==> config.mk <==
export PLATFORM = sky130hd
export DESIGN_NAME = dmi_regbus_bridge_flat
export DESIGN_NICKNAME = d
export VERILOG_FILES = /design/src/rtl/dmi_regbus_bridge_pkg.sv /design/src/rtl/dmi_regbus_bridge_if.sv /design/src/rtl/dmi_regbus_bridge.sv /design/src/flat_wrapper.sv
export SDC_FILE = /design/constraint.sdc
export NUM_CORES = 1
export LEC_CHECK = 0
export ABC_AREA = 1
export CAP_MARGIN = 25
export CORE_MARGIN = 2
export CORE_UTILIZATION = 38
export DETAILED_ROUTE_END_ITERATION = 12
export HOLD_SLACK_MARGIN = 0.05
export PLACE_DENSITY_LB_ADDON = 0.15
export SLEW_MARGIN = 30
export SYNTH_ARGS = -nofsm -noshare
export SYNTH_HDL_FRONTEND = slang
export SYNTH_SLANG_ARGS = --single-unit
export TNS_END_PERCENT = 100
==> constraint.sdc <==
create_clock -name clk -period 1.7 [get_ports clk]
set_input_delay 0.17 -clock clk [delete_from_list [all_inputs] [get_ports clk]]
set_output_delay 0.17 -clock clk [all_outputs]
set_load 0.03 [all_outputs]
==> src/rtl/dmi_regbus_bridge_pkg.sv <==
// Shared types for the DMI to register-bus bridge.
// Holds DMI op/resp encodings, bridge FSM states and default widths.
package dmi_pkg;

  localparam int DMI_ADDR_W = 7;
  localparam int DMI_DATA_W = 32;

  typedef enum logic [1:0] {
    NOP   = 2'd0,
    READ  = 2'd1,
    WRITE = 2'd2,
    RSVD  = 2'd3
  } dmi_op_e;

  typedef enum logic [1:0] {
    SUCCESS = 2'd0,
    FAILED  = 2'd2,
    BUSY    = 2'd3
  } dmi_resp_e;

  typedef enum logic [1:0] {
    IDLE,
    ISSUE,
    WAIT,
    RESP
  } bridge_state_e;

endpackage

==> src/rtl/dmi_regbus_bridge_if.sv <==
// DMI request/response channels plus the register-bus channel.
// slave: bridge view; master: DTM / register-file view.
interface dmi_regbus_bridge_if #(
  parameter int ADDR_W = 7,
  parameter int DATA_W = 32
);

  logic              debug_req_valid;
  logic              debug_req_ready;
  logic [ADDR_W-1:0] debug_req_bits_addr;
  logic [1:0]        debug_req_bits_op;
  logic [DATA_W-1:0] debug_req_bits_data;

  logic              debug_resp_valid;
  logic              debug_resp_ready;
  logic [1:0]        debug_resp_bits_resp;
  logic [DATA_W-1:0] debug_resp_bits_data;

  logic              bus_req_valid;
  logic              bus_req_ready;
  logic              bus_req_write;
  logic [ADDR_W-1:0] bus_req_addr;
  logic [DATA_W-1:0] bus_req_wdata;
  logic              bus_resp_valid;
  logic [DATA_W-1:0] bus_resp_rdata;
  logic              bus_resp_err;

  modport slave (
    input  debug_req_valid,
    output debug_req_ready,
    input  debug_req_bits_addr,
    input  debug_req_bits_op,
    input  debug_req_bits_data,
    output debug_resp_valid,
    input  debug_resp_ready,
    output debug_resp_bits_resp,
    output debug_resp_bits_data,
    output bus_req_valid,
    input  bus_req_ready,
    output bus_req_write,
    output bus_req_addr,
    output bus_req_wdata,
    input  bus_resp_valid,
    input  bus_resp_rdata,
    input  bus_resp_err
  );

  modport master (
    output debug_req_valid,
    input  debug_req_ready,
    output debug_req_bits_addr,
    output debug_req_bits_op,
    output debug_req_bits_data,
    input  debug_resp_valid,
    output debug_resp_ready,
    input  debug_resp_bits_resp,
    input  debug_resp_bits_data,
    input  bus_req_valid,
    output bus_req_ready,
    input  bus_req_write,
    input  bus_req_addr,
    input  bus_req_wdata,
    output bus_resp_valid,
    output bus_resp_rdata,
    output bus_resp_err
  );

endinterface

==> src/rtl/dmi_regbus_bridge.sv <==
// Executes one DMI request at a time as a register-bus transaction.
// Ports: clk, reset_n (sync, active-low), dmi (slave modport), busy.
module dmi_regbus_bridge
  import dmi_pkg::*;
#(
  parameter int ADDR_W  = DMI_ADDR_W,
  parameter int DATA_W  = DMI_DATA_W,
  parameter int TIMEOUT = 255
) (
  input  logic                 clk,
  input  logic                 reset_n,
  dmi_regbus_bridge_if.slave   dmi,
  output logic                 busy
);

  localparam int CNT_W =
    (TIMEOUT > 0) ? $clog2(TIMEOUT + 1) : 1;
  localparam logic [CNT_W-1:0] TO_VAL =
    CNT_W'(TIMEOUT);
  localparam logic [CNT_W-1:0] CNT_MAX = '1;

  bridge_state_e     state_q, state_d;
  logic [CNT_W-1:0]  cnt_q, cnt_d;
  logic              rdy_q;
  dmi_op_e           op_q;
  logic [ADDR_W-1:0] addr_q;
  logic [DATA_W-1:0] wdata_q;
  dmi_resp_e         resp_q, resp_d;
  logic [DATA_W-1:0] rdata_q, rdata_d;
  logic              cap;
  logic              timed_out;
  dmi_resp_e         bus_resp;
  logic [DATA_W-1:0] bus_data;

  // Ready is a flop so it stays low while reset is held.
  assign timed_out = (TIMEOUT != 0) &&
                     (cnt_q == TO_VAL);

  assign bus_resp = dmi.bus_resp_err ?
                    FAILED : SUCCESS;
  assign bus_data = (op_q == READ) ?
                    dmi.bus_resp_rdata : '0;

  always_comb begin
    state_d = state_q;
    resp_d  = resp_q;
    rdata_d = rdata_q;
    cap     = 1'b0;
    cnt_d   = cnt_q;
    if ((state_q == ISSUE || state_q == WAIT) &&
        cnt_q != CNT_MAX) begin
      cnt_d = cnt_q + 1'b1;
    end
    unique case (state_q)
      IDLE: begin
        if (rdy_q && dmi.debug_req_valid) begin
          cap   = 1'b1;
          cnt_d = '0;
          unique case (dmi_op_e'(dmi.debug_req_bits_op))
            NOP: begin
              state_d = RESP;
              resp_d  = SUCCESS;
              rdata_d = '0;
            end
            RSVD: begin
              state_d = RESP;
              resp_d  = FAILED;
              rdata_d = '0;
            end
            READ, WRITE: begin
              state_d = ISSUE;
            end
          endcase
        end
      end
      ISSUE: begin
        // Response in the acceptance cycle beats timeout.
        if (dmi.bus_req_ready &&
            dmi.bus_resp_valid) begin
          state_d = RESP;
          resp_d  = bus_resp;
          rdata_d = bus_data;
        end else if (timed_out) begin
          state_d = RESP;
          resp_d  = FAILED;
          rdata_d = '0;
        end else if (dmi.bus_req_ready) begin
          state_d = WAIT;
        end
      end
      WAIT: begin
        if (dmi.bus_resp_valid) begin
          state_d = RESP;
          resp_d  = bus_resp;
          rdata_d = bus_data;
        end else if (timed_out) begin
          state_d = RESP;
          resp_d  = FAILED;
          rdata_d = '0;
        end
      end
      RESP: begin
        if (dmi.debug_resp_ready) begin
          state_d = IDLE;
        end
      end
    endcase
  end

  always_ff @(posedge clk) begin
    if (!reset_n) begin
      state_q <= IDLE;
      cnt_q   <= '0;
      rdy_q   <= 1'b0;
      op_q    <= NOP;
      addr_q  <= '0;
      wdata_q <= '0;
      resp_q  <= SUCCESS;
      rdata_q <= '0;
    end else begin
      state_q <= state_d;
      cnt_q   <= cnt_d;
      rdy_q   <= (state_d == IDLE);
      resp_q  <= resp_d;
      rdata_q <= rdata_d;
      if (cap) begin
        op_q    <= dmi_op_e'(dmi.debug_req_bits_op);
        addr_q  <= dmi.debug_req_bits_addr;
        wdata_q <= dmi.debug_req_bits_data;
      end
    end
  end

  assign dmi.debug_req_ready      = rdy_q;
  assign dmi.debug_resp_valid     = (state_q == RESP);
  assign dmi.debug_resp_bits_resp = resp_q;
  assign dmi.debug_resp_bits_data = rdata_q;
  assign dmi.bus_req_valid        = (state_q == ISSUE);
  assign dmi.bus_req_write        = (op_q == WRITE);
  assign dmi.bus_req_addr         = addr_q;
  assign dmi.bus_req_wdata        = wdata_q;
  assign busy                     = (state_q != IDLE);

endmodule

==> src/flat_wrapper.sv <==
// flat-port wrapper written by rule: the top's interface ports become plain ports
module dmi_regbus_bridge_flat import dmi_pkg::*;
#(
  parameter int ADDR_W  = DMI_ADDR_W,
  parameter int DATA_W  = DMI_DATA_W,
  parameter int TIMEOUT = 255
)
  (clk, reset_n, busy, dmi_debug_req_valid, dmi_debug_req_ready, dmi_debug_req_bits_addr, dmi_debug_req_bits_op, dmi_debug_req_bits_data, dmi_debug_resp_valid, dmi_debug_resp_ready, dmi_debug_resp_bits_resp, dmi_debug_resp_bits_data, dmi_bus_req_valid, dmi_bus_req_ready, dmi_bus_req_write, dmi_bus_req_addr, dmi_bus_req_wdata, dmi_bus_resp_valid, dmi_bus_resp_rdata, dmi_bus_resp_err);
  dmi_regbus_bridge_if #(.ADDR_W(ADDR_W), .DATA_W(DATA_W)) dmi_i ();
  input  logic clk;
  input  logic reset_n;
  output logic busy;
  input wire logic [$bits(dmi_i.debug_req_valid)-1:0] dmi_debug_req_valid;
  output wire logic [$bits(dmi_i.debug_req_ready)-1:0] dmi_debug_req_ready;
  input wire logic [$bits(dmi_i.debug_req_bits_addr)-1:0] dmi_debug_req_bits_addr;
  input wire logic [$bits(dmi_i.debug_req_bits_op)-1:0] dmi_debug_req_bits_op;
  input wire logic [$bits(dmi_i.debug_req_bits_data)-1:0] dmi_debug_req_bits_data;
  output wire logic [$bits(dmi_i.debug_resp_valid)-1:0] dmi_debug_resp_valid;
  input wire logic [$bits(dmi_i.debug_resp_ready)-1:0] dmi_debug_resp_ready;
  output wire logic [$bits(dmi_i.debug_resp_bits_resp)-1:0] dmi_debug_resp_bits_resp;
  output wire logic [$bits(dmi_i.debug_resp_bits_data)-1:0] dmi_debug_resp_bits_data;
  output wire logic [$bits(dmi_i.bus_req_valid)-1:0] dmi_bus_req_valid;
  input wire logic [$bits(dmi_i.bus_req_ready)-1:0] dmi_bus_req_ready;
  output wire logic [$bits(dmi_i.bus_req_write)-1:0] dmi_bus_req_write;
  output wire logic [$bits(dmi_i.bus_req_addr)-1:0] dmi_bus_req_addr;
  output wire logic [$bits(dmi_i.bus_req_wdata)-1:0] dmi_bus_req_wdata;
  input wire logic [$bits(dmi_i.bus_resp_valid)-1:0] dmi_bus_resp_valid;
  input wire logic [$bits(dmi_i.bus_resp_rdata)-1:0] dmi_bus_resp_rdata;
  input wire logic [$bits(dmi_i.bus_resp_err)-1:0] dmi_bus_resp_err;
  assign dmi_i.debug_req_valid = dmi_debug_req_valid;
  assign dmi_debug_req_ready = dmi_i.debug_req_ready;
  assign dmi_i.debug_req_bits_addr = dmi_debug_req_bits_addr;
  assign dmi_i.debug_req_bits_op = dmi_debug_req_bits_op;
  assign dmi_i.debug_req_bits_data = dmi_debug_req_bits_data;
  assign dmi_debug_resp_valid = dmi_i.debug_resp_valid;
  assign dmi_i.debug_resp_ready = dmi_debug_resp_ready;
  assign dmi_debug_resp_bits_resp = dmi_i.debug_resp_bits_resp;
  assign dmi_debug_resp_bits_data = dmi_i.debug_resp_bits_data;
  assign dmi_bus_req_valid = dmi_i.bus_req_valid;
  assign dmi_i.bus_req_ready = dmi_bus_req_ready;
  assign dmi_bus_req_write = dmi_i.bus_req_write;
  assign dmi_bus_req_addr = dmi_i.bus_req_addr;
  assign dmi_bus_req_wdata = dmi_i.bus_req_wdata;
  assign dmi_i.bus_resp_valid = dmi_bus_resp_valid;
  assign dmi_i.bus_resp_rdata = dmi_bus_resp_rdata;
  assign dmi_i.bus_resp_err = dmi_bus_resp_err;
  dmi_regbus_bridge #(.ADDR_W(ADDR_W), .DATA_W(DATA_W), .TIMEOUT(TIMEOUT)) u_core (.clk(clk), .reset_n(reset_n), .dmi(dmi_i), .busy(busy));
endmodule
Yosys cells after proc, flatten, opt, wreduce, memory -nomap -nowiden
Cells that the tools add are included.
{"block": "totals", "reg_bits": 86, "output_inout_bits": 78, "word_cells": 63}
{"block": "op_classes", "mux": 28, "n_eq_ne": 13, "n_addsub": 1, "reduce_logical": 13}
{"op": "$mux W32", "n": 6}
{"op": "$pmux W32 S3", "n": 1}
{"op": "$mux W2", "n": 12}
{"op": "$mux W8", "n": 3}
{"op": "$eq A2 B2 Y1 const B", "n": 5}
{"op": "$add A8 B1 Y8 const B", "n": 1}
{"op": "$eq A8 B8 Y1 const B", "n": 1}
{"op": "$ne A8 B8 Y1 const B", "n": 1}
{"op": "$pmux W2 S2", "n": 2}
{"op": "$pmux W2 S4", "n": 1}
{"op": "$eq A2 B1 Y1 const B", "n": 3}
{"op": "$logic_not A2 Y1", "n": 3}
{"op": "$pmux W2 S3", "n": 1}
{"op": "$reduce_and A3 Y1", "n": 2}
{"op": "$reduce_or A2 Y1", "n": 2}
{"op": "$logic_and A1 B1 Y1", "n": 3}
{"op": "$ne A3 B3 Y1 const B", "n": 1}
{"op": "$reduce_bool A3 Y1", "n": 1}
{"op": "$mux W1", "n": 2}
{"op": "$ne A2 B1 Y1 const B", "n": 1}
{"op": "$ne A2 B2 Y1 const B", "n": 1}
{"op": "$reduce_bool A2 Y1", "n": 1}
{"op": "$logic_or A1 B1 Y1", "n": 1}

Longest topological paths before layout
{"block": "depth", "ltp_word": 6, "mapped_depth": 10, "depth_no_buf": 10}

Worst setup path before layout
OpenSTA, ideal clock, no wires.
{"block": "synth_timing", "kind": "reg2reg", "startpoint": "register u_core.state_q[0]", "endpoint": "register u_core.rdata_q[0] (netlist: u_core.dmi.debug_resp_bits_data[0])", "path_buffers": 1, "arrival_ns": 1.543, "path_slack_ns": 0.086, "t_required_ns": 1.630, "stages_incl_launch_ff": 10, "path_cell_list": "dfxtp_1 inv_1 ha_1 inv_2 nor3_2 nand2_1 nor2_2 buf_4 nand2_1 a21oi_1"}
{"block": "synth_via", "elab_chain_len": 3, "elab_cells_between_ends": 8, "classes_between": "eq/ne (4); mux (1); reduce/logical (3)"}
{"item": "from (decl)", "line_no": "dmi_regbus_bridge.sv:22", "source": "bridge_state_e state_q, state_d;"}
{"item": "from (signal assigned)", "line_no": "dmi_regbus_bridge.sv:121", "source": "state_q <= state_d;"}
{"item": "$eq A2 B1 Y1 (tied with other cells)", "line_no": "dmi_regbus_bridge.sv:54", "source": "unique case (state_q)"}
{"item": "$reduce_bool A3 Y1 (no source line) (tied with other cells)"}
{"item": "$reduce_and A3 Y1 (no source line)"}
{"item": "to (signal assigned)", "line_no": "dmi_regbus_bridge.sv:125", "source": "rdata_q <= rdata_d;"}
{"item": "to (decl)", "line_no": "dmi_regbus_bridge.sv:29", "source": "logic [DATA_W-1:0] rdata_q, rdata_d;"}
Several ways; a longest one is shown, not always the timed one.
A chain may end at the register's enable or synchronous reset.

Final worst setup path
{"block": "layout_timing", "startpoint": "register u_core.state_q[0]", "endpoint": "register u_core.rdata_q[29] (netlist: u_core.dmi.debug_resp_bits_data[29])"}
Same word-level chain as after synthesis.

==> Implementation_results.wiki <==
{| class="wikitable"
! Metric !! Value
|-
| Most frequent standard cell in the layout excluding fill and tap cells || sky130_fd_sc_hd__clkdlybuf4s50_1
|-
| Number of CTS-inserted buffers || 9
|-
| Height of the die || 100 µm
|-
| Detail-routed net length per standard cell || 13.6 µm
|-
| Post-route insts no fill || 757
|-
| Site row count || 35
|-
| Hold path startpoint || dmi_bus_resp_rdata[5]
|-
| Worst Setup End Kind || register
|-
| Max-cap violations || 0
|-
| HPWL reported at the end of detailed placement || 7.01 mm
|-
| Number of warnings printed during yosys synthesis || 0
|-
| Placer Congestion || 0.855
|-
| Pin count of the biggest net entering global routing || 57
|-
| Top flip-flop cell by instance count after synthesis || sky130_fd_sc_hd__dfxtp_1
|-
| Reg clk slew, reported paths || 0.09 ns
|-
| Combined global-route utilization of all metal layers || 0.198
|-
| Via count of the first global-routing pass || 3427
|-
| Total routed wirelength || 10.3 mm
|-
| Buffers on Ports || 157
|-
| Final setup violation count || 0
|-
| Clock Tree Buf Depth || 2
|-
| Synthesized instance count || 479
|-
| Clock Sink Count || 86
|-
| Share of async-settable or async-resettable flops after synthesis || 0
|-
| Shortest period the worst path allows || 1.68 ns
|-
| Number of flops mapped to enable cells by yosys || 0
|-
| Placed Cells incl. Taps || 737
|-
| Min-Delay Path Class || input pin to register
|-
| Number of cells on the worst reg-to-reg path || 9
|-
| Area growth from synthesis to layout || 61.7%
|-
| Layout cells sized above 1 || 0.132
|-
| Overflow left after global routing || 0
|-
| Post-route DRC || 0
|-
| Endpoint of the worst hold path || u_core.dmi.debug_resp_bits_data[5]
|-
| Power density cells || 1200 nW/µm²
|-
| Violation count after the first detailed-routing iteration || 124
|-
| Worst R2R Setup Slack || 0.02 ns
|-
| Cell area after technology mapping || 3510 µm²
|-
| Number of hold-repair buffers added at the cts stage || 0
|-
| Seq cells post-synth || 86
|-
| Setup skew after layout || 0.0146 ns
|-
| Normalized max-slew margin || 0.750
|-
| Core outline area || 9110 µm²
|-
| Total inserted antenna cells || 0
|-
| Die outline area || 10000 µm²
|-
| Top-level port count || 158
|-
| Reg-to-reg critical path startpoint || u_core.state_q[0]
|-
| Synthesized area divided by synthesized cell count || 7.32 µm²
|-
| Library cell occupying the most area in the post-synthesis netlist || sky130_fd_sc_hd__dfxtp_1
|-
| Cell at the root of the clock tree || sky130_fd_sc_hd__clkbuf_8
|-
| Post-route fraction of the period consumed by the critical path || 0.987
|-
| Clock tree from TritonCTS || yes
|-
| Count of different cell masters after synthesis || 23
|-
| Highest-count cells in the layout ignoring fill and taps || 153 x sky130_fd_sc_hd__clkdlybuf4s50_1, 144 x sky130_fd_sc_hd__nand2_1, 83 x sky130_fd_sc_hd__dfxtp_1
|-
| Via Count || 3676
|-
| Top cells by area, synth || sky130_fd_sc_hd__dfxtp_1 49%, sky130_fd_sc_hd__nand2_1 17%, sky130_fd_sc_hd__a21oi_1 12%, sky130_fd_sc_hd__nand3_1 7.3%, sky130_fd_sc_hd__inv_1 3.0%
|-
| Effective utilization at floorplan || 0.385
|-
| CTS HTree Levels || 3
|-
| Setup repair after global routing missed its margin || yes
|-
| Worst IR Drop VDD || 0.000802 V
|-
| Layout Utilization || 0.623
|-
| Die W || 100 µm
|-
| Share of synthesized area occupied by flip-flops and latches || 0.491
|-
| Clock latency at the later pin of the worst-skew pair || 0.35 ns
|-
| Status || complete, no violations
|-
| CP startpoint kind || register
|-
| Drt pass-1 iters || 4
|-
| Number of nets at the end of the flow || 730
|-
| Max-slew violation count || 0
|-
| Global-route wire length before repair || 15.9 mm
|-
| Net count after synthesis || 567
|-
| Post-route ant nets || 0
|-
| Data required time at the worst endpoint || 1.98 ns
|-
| Worst EP arrival || 1.96 ns
|-
| Biggest fanout along the worst timing path || 8
|-
| Leak Pwr || 2.08 nW
|-
| Fmax || 0.596 GHz
|-
| Initial antenna violation count || 0
|-
| Transition at the pin with the smallest max-transition slack || 0.374 ns
|-
| Critical path class || register to register
|-
| Final-report hold violation count || 0
|-
| Mean number of vias per cell || 4.86
|-
| Critical register-to-register path endpoint || u_core.dmi.debug_resp_bits_data[29]
|-
| Number of stages on the worst hold path || 3
|-
| Share of the synthesized area in the top cell type || 0.491
|}
[cell usage after synthesis (3+ instances only)]
library cell	count
sky130_fd_sc_hd__nand2_2	3
sky130_fd_sc_hd__buf_2	8
sky130_fd_sc_hd__inv_1	28
sky130_fd_sc_hd__nand3_1	51
sky130_fd_sc_hd__buf_1	6
sky130_fd_sc_hd__buf_4	3
sky130_fd_sc_hd__nand4_1	4
sky130_fd_sc_hd__nor2_1	16
sky130_fd_sc_hd__ha_1	8
sky130_fd_sc_hd__a21oi_1	81
sky130_fd_sc_hd__clkbuf_1	10
sky130_fd_sc_hd__o21ai_0	4
sky130_fd_sc_hd__nand2_1	159
sky130_fd_sc_hd__dfxtp_1	86
[where the power goes]
part / switching [mW] / internal (mW)
logic: 1.83 / 1.21
clock network: 0.755 / 0.681
registers: 0.122 / 2.21
total: 2.71 / 4.10
[area by class of cell]
cell class	count	area (µm²)
repair buffers	179	1820
clock inverters	6	71.3
fillers	833	3440
well taps	111	139
flip-flops and latches	86	1730
inverters	31	119
clock buffers	9	124
multi-input cells	335	1670
[logic make-up after synthesis]
group / Yosys count / share of synthesized area
buffers and inverters: 58 / 0.0681
flip-flops: 86 / 0.491
adder cells (fa/ha/maj): 8 / 0.0285
AND/OR/NAND/NOR: 240 / 0.287
AO/OA/AOI/OAI: 87 / 0.126
[what timing repair did]
| action | CTS | global route |
|---|---|---|
| pin swaps | 0 | 16 |
| cloned | 1 | 2 |
| endpoints found under the setup margin | 36 | 35 |
| resized for setup | 10 | 37 |
| endpoints found under the hold margin | 0 | 0 |
| buffers inserted | 0 | 2 |
[critical path, cell delays in order, from the launching register on]
cell	delay (ns)
sky130_fd_sc_hd__dfxtp_2	0.36
sky130_fd_sc_hd__inv_2	0.06
sky130_fd_sc_hd__ha_4	0.30
sky130_fd_sc_hd__inv_4	0.05
sky130_fd_sc_hd__nor3_4	0.11
sky130_fd_sc_hd__nand2_2	0.09
sky130_fd_sc_hd__nor2_4	0.24
sky130_fd_sc_hd__clkbuf_16	0.21
sky130_fd_sc_hd__nand2_1	0.05
sky130_fd_sc_hd__a21oi_1	0.13
[worst max-delay path by stage]
| stage | startpoint | end | slack, ns | cells past startpoint |
|---|---|---|---|---|
| 2_1_floorplan | u_core.state_q[0] | u_core.dmi.debug_resp_bits_data[0] | 0.09 | 9 |
| 4_1_cts | u_core.state_q[1] | u_core.dmi.debug_resp_bits_data[31] | -0.02 | 9 |
| 5_1_grt | u_core.state_q[0] | u_core.dmi.debug_resp_bits_data[24] | -0.08 | 9 |
| 3_5_place_dp | dmi_debug_req_bits_op[1] | u_core.dmi.debug_resp_bits_data[31] | -0.21 | 9 |
| 6_report | u_core.state_q[0] | u_core.dmi.debug_resp_bits_data[29] | 0.02 | 9 |
| 3_3_place_gp | dmi_debug_req_bits_op[1] | u_core.dmi.debug_resp_bits_data[17] | -0.13 | 9 |
[sequential cells by signal, indices dropped and copies added, names as in the netlist]
register	count
u_core.cnt_q	8
u_core.dmi.bus_req_addr	7
u_core.dmi.bus_req_wdata	32
u_core.dmi.debug_req_ready	1
u_core.dmi.debug_resp_bits_data	32
u_core.dmi.debug_resp_bits_resp	2
u_core.op_q	2
u_core.state_q	2
[metrics by stage]
step	total power, mW	TNS [ns]	hold WS, ns	setup slack (ns)	area, µm²
detailed placement	5.26	-5.59	0.433	-0.213	5280
CTS	6.75	-0.0162	0.350	-0.0162	5520
floorplan	4.10	0	0.295	0.0862	3510
finish	6.81	0	0.367	0.0218	5670
global placement	5.22	-3.89	0.432	-0.131	5280
global route	7.25	-1.69	0.362	-0.0790	5670
[routing by layer]
| layer | vias up | wire length (µm) | GRT usage |
|---|---|---|---|
| li1 | 1873 | - | - |
| met1 | 1687 | 4370 | 0.233 |
| met2 | 102 | 5060 | 0.339 |
| met3 | 14 | 752 | 0.0613 |
| met4 | 0 | 152 | 0.0727 |
| met5 | - | 0 | 0 |
Power figures use the tool's default switching activity.
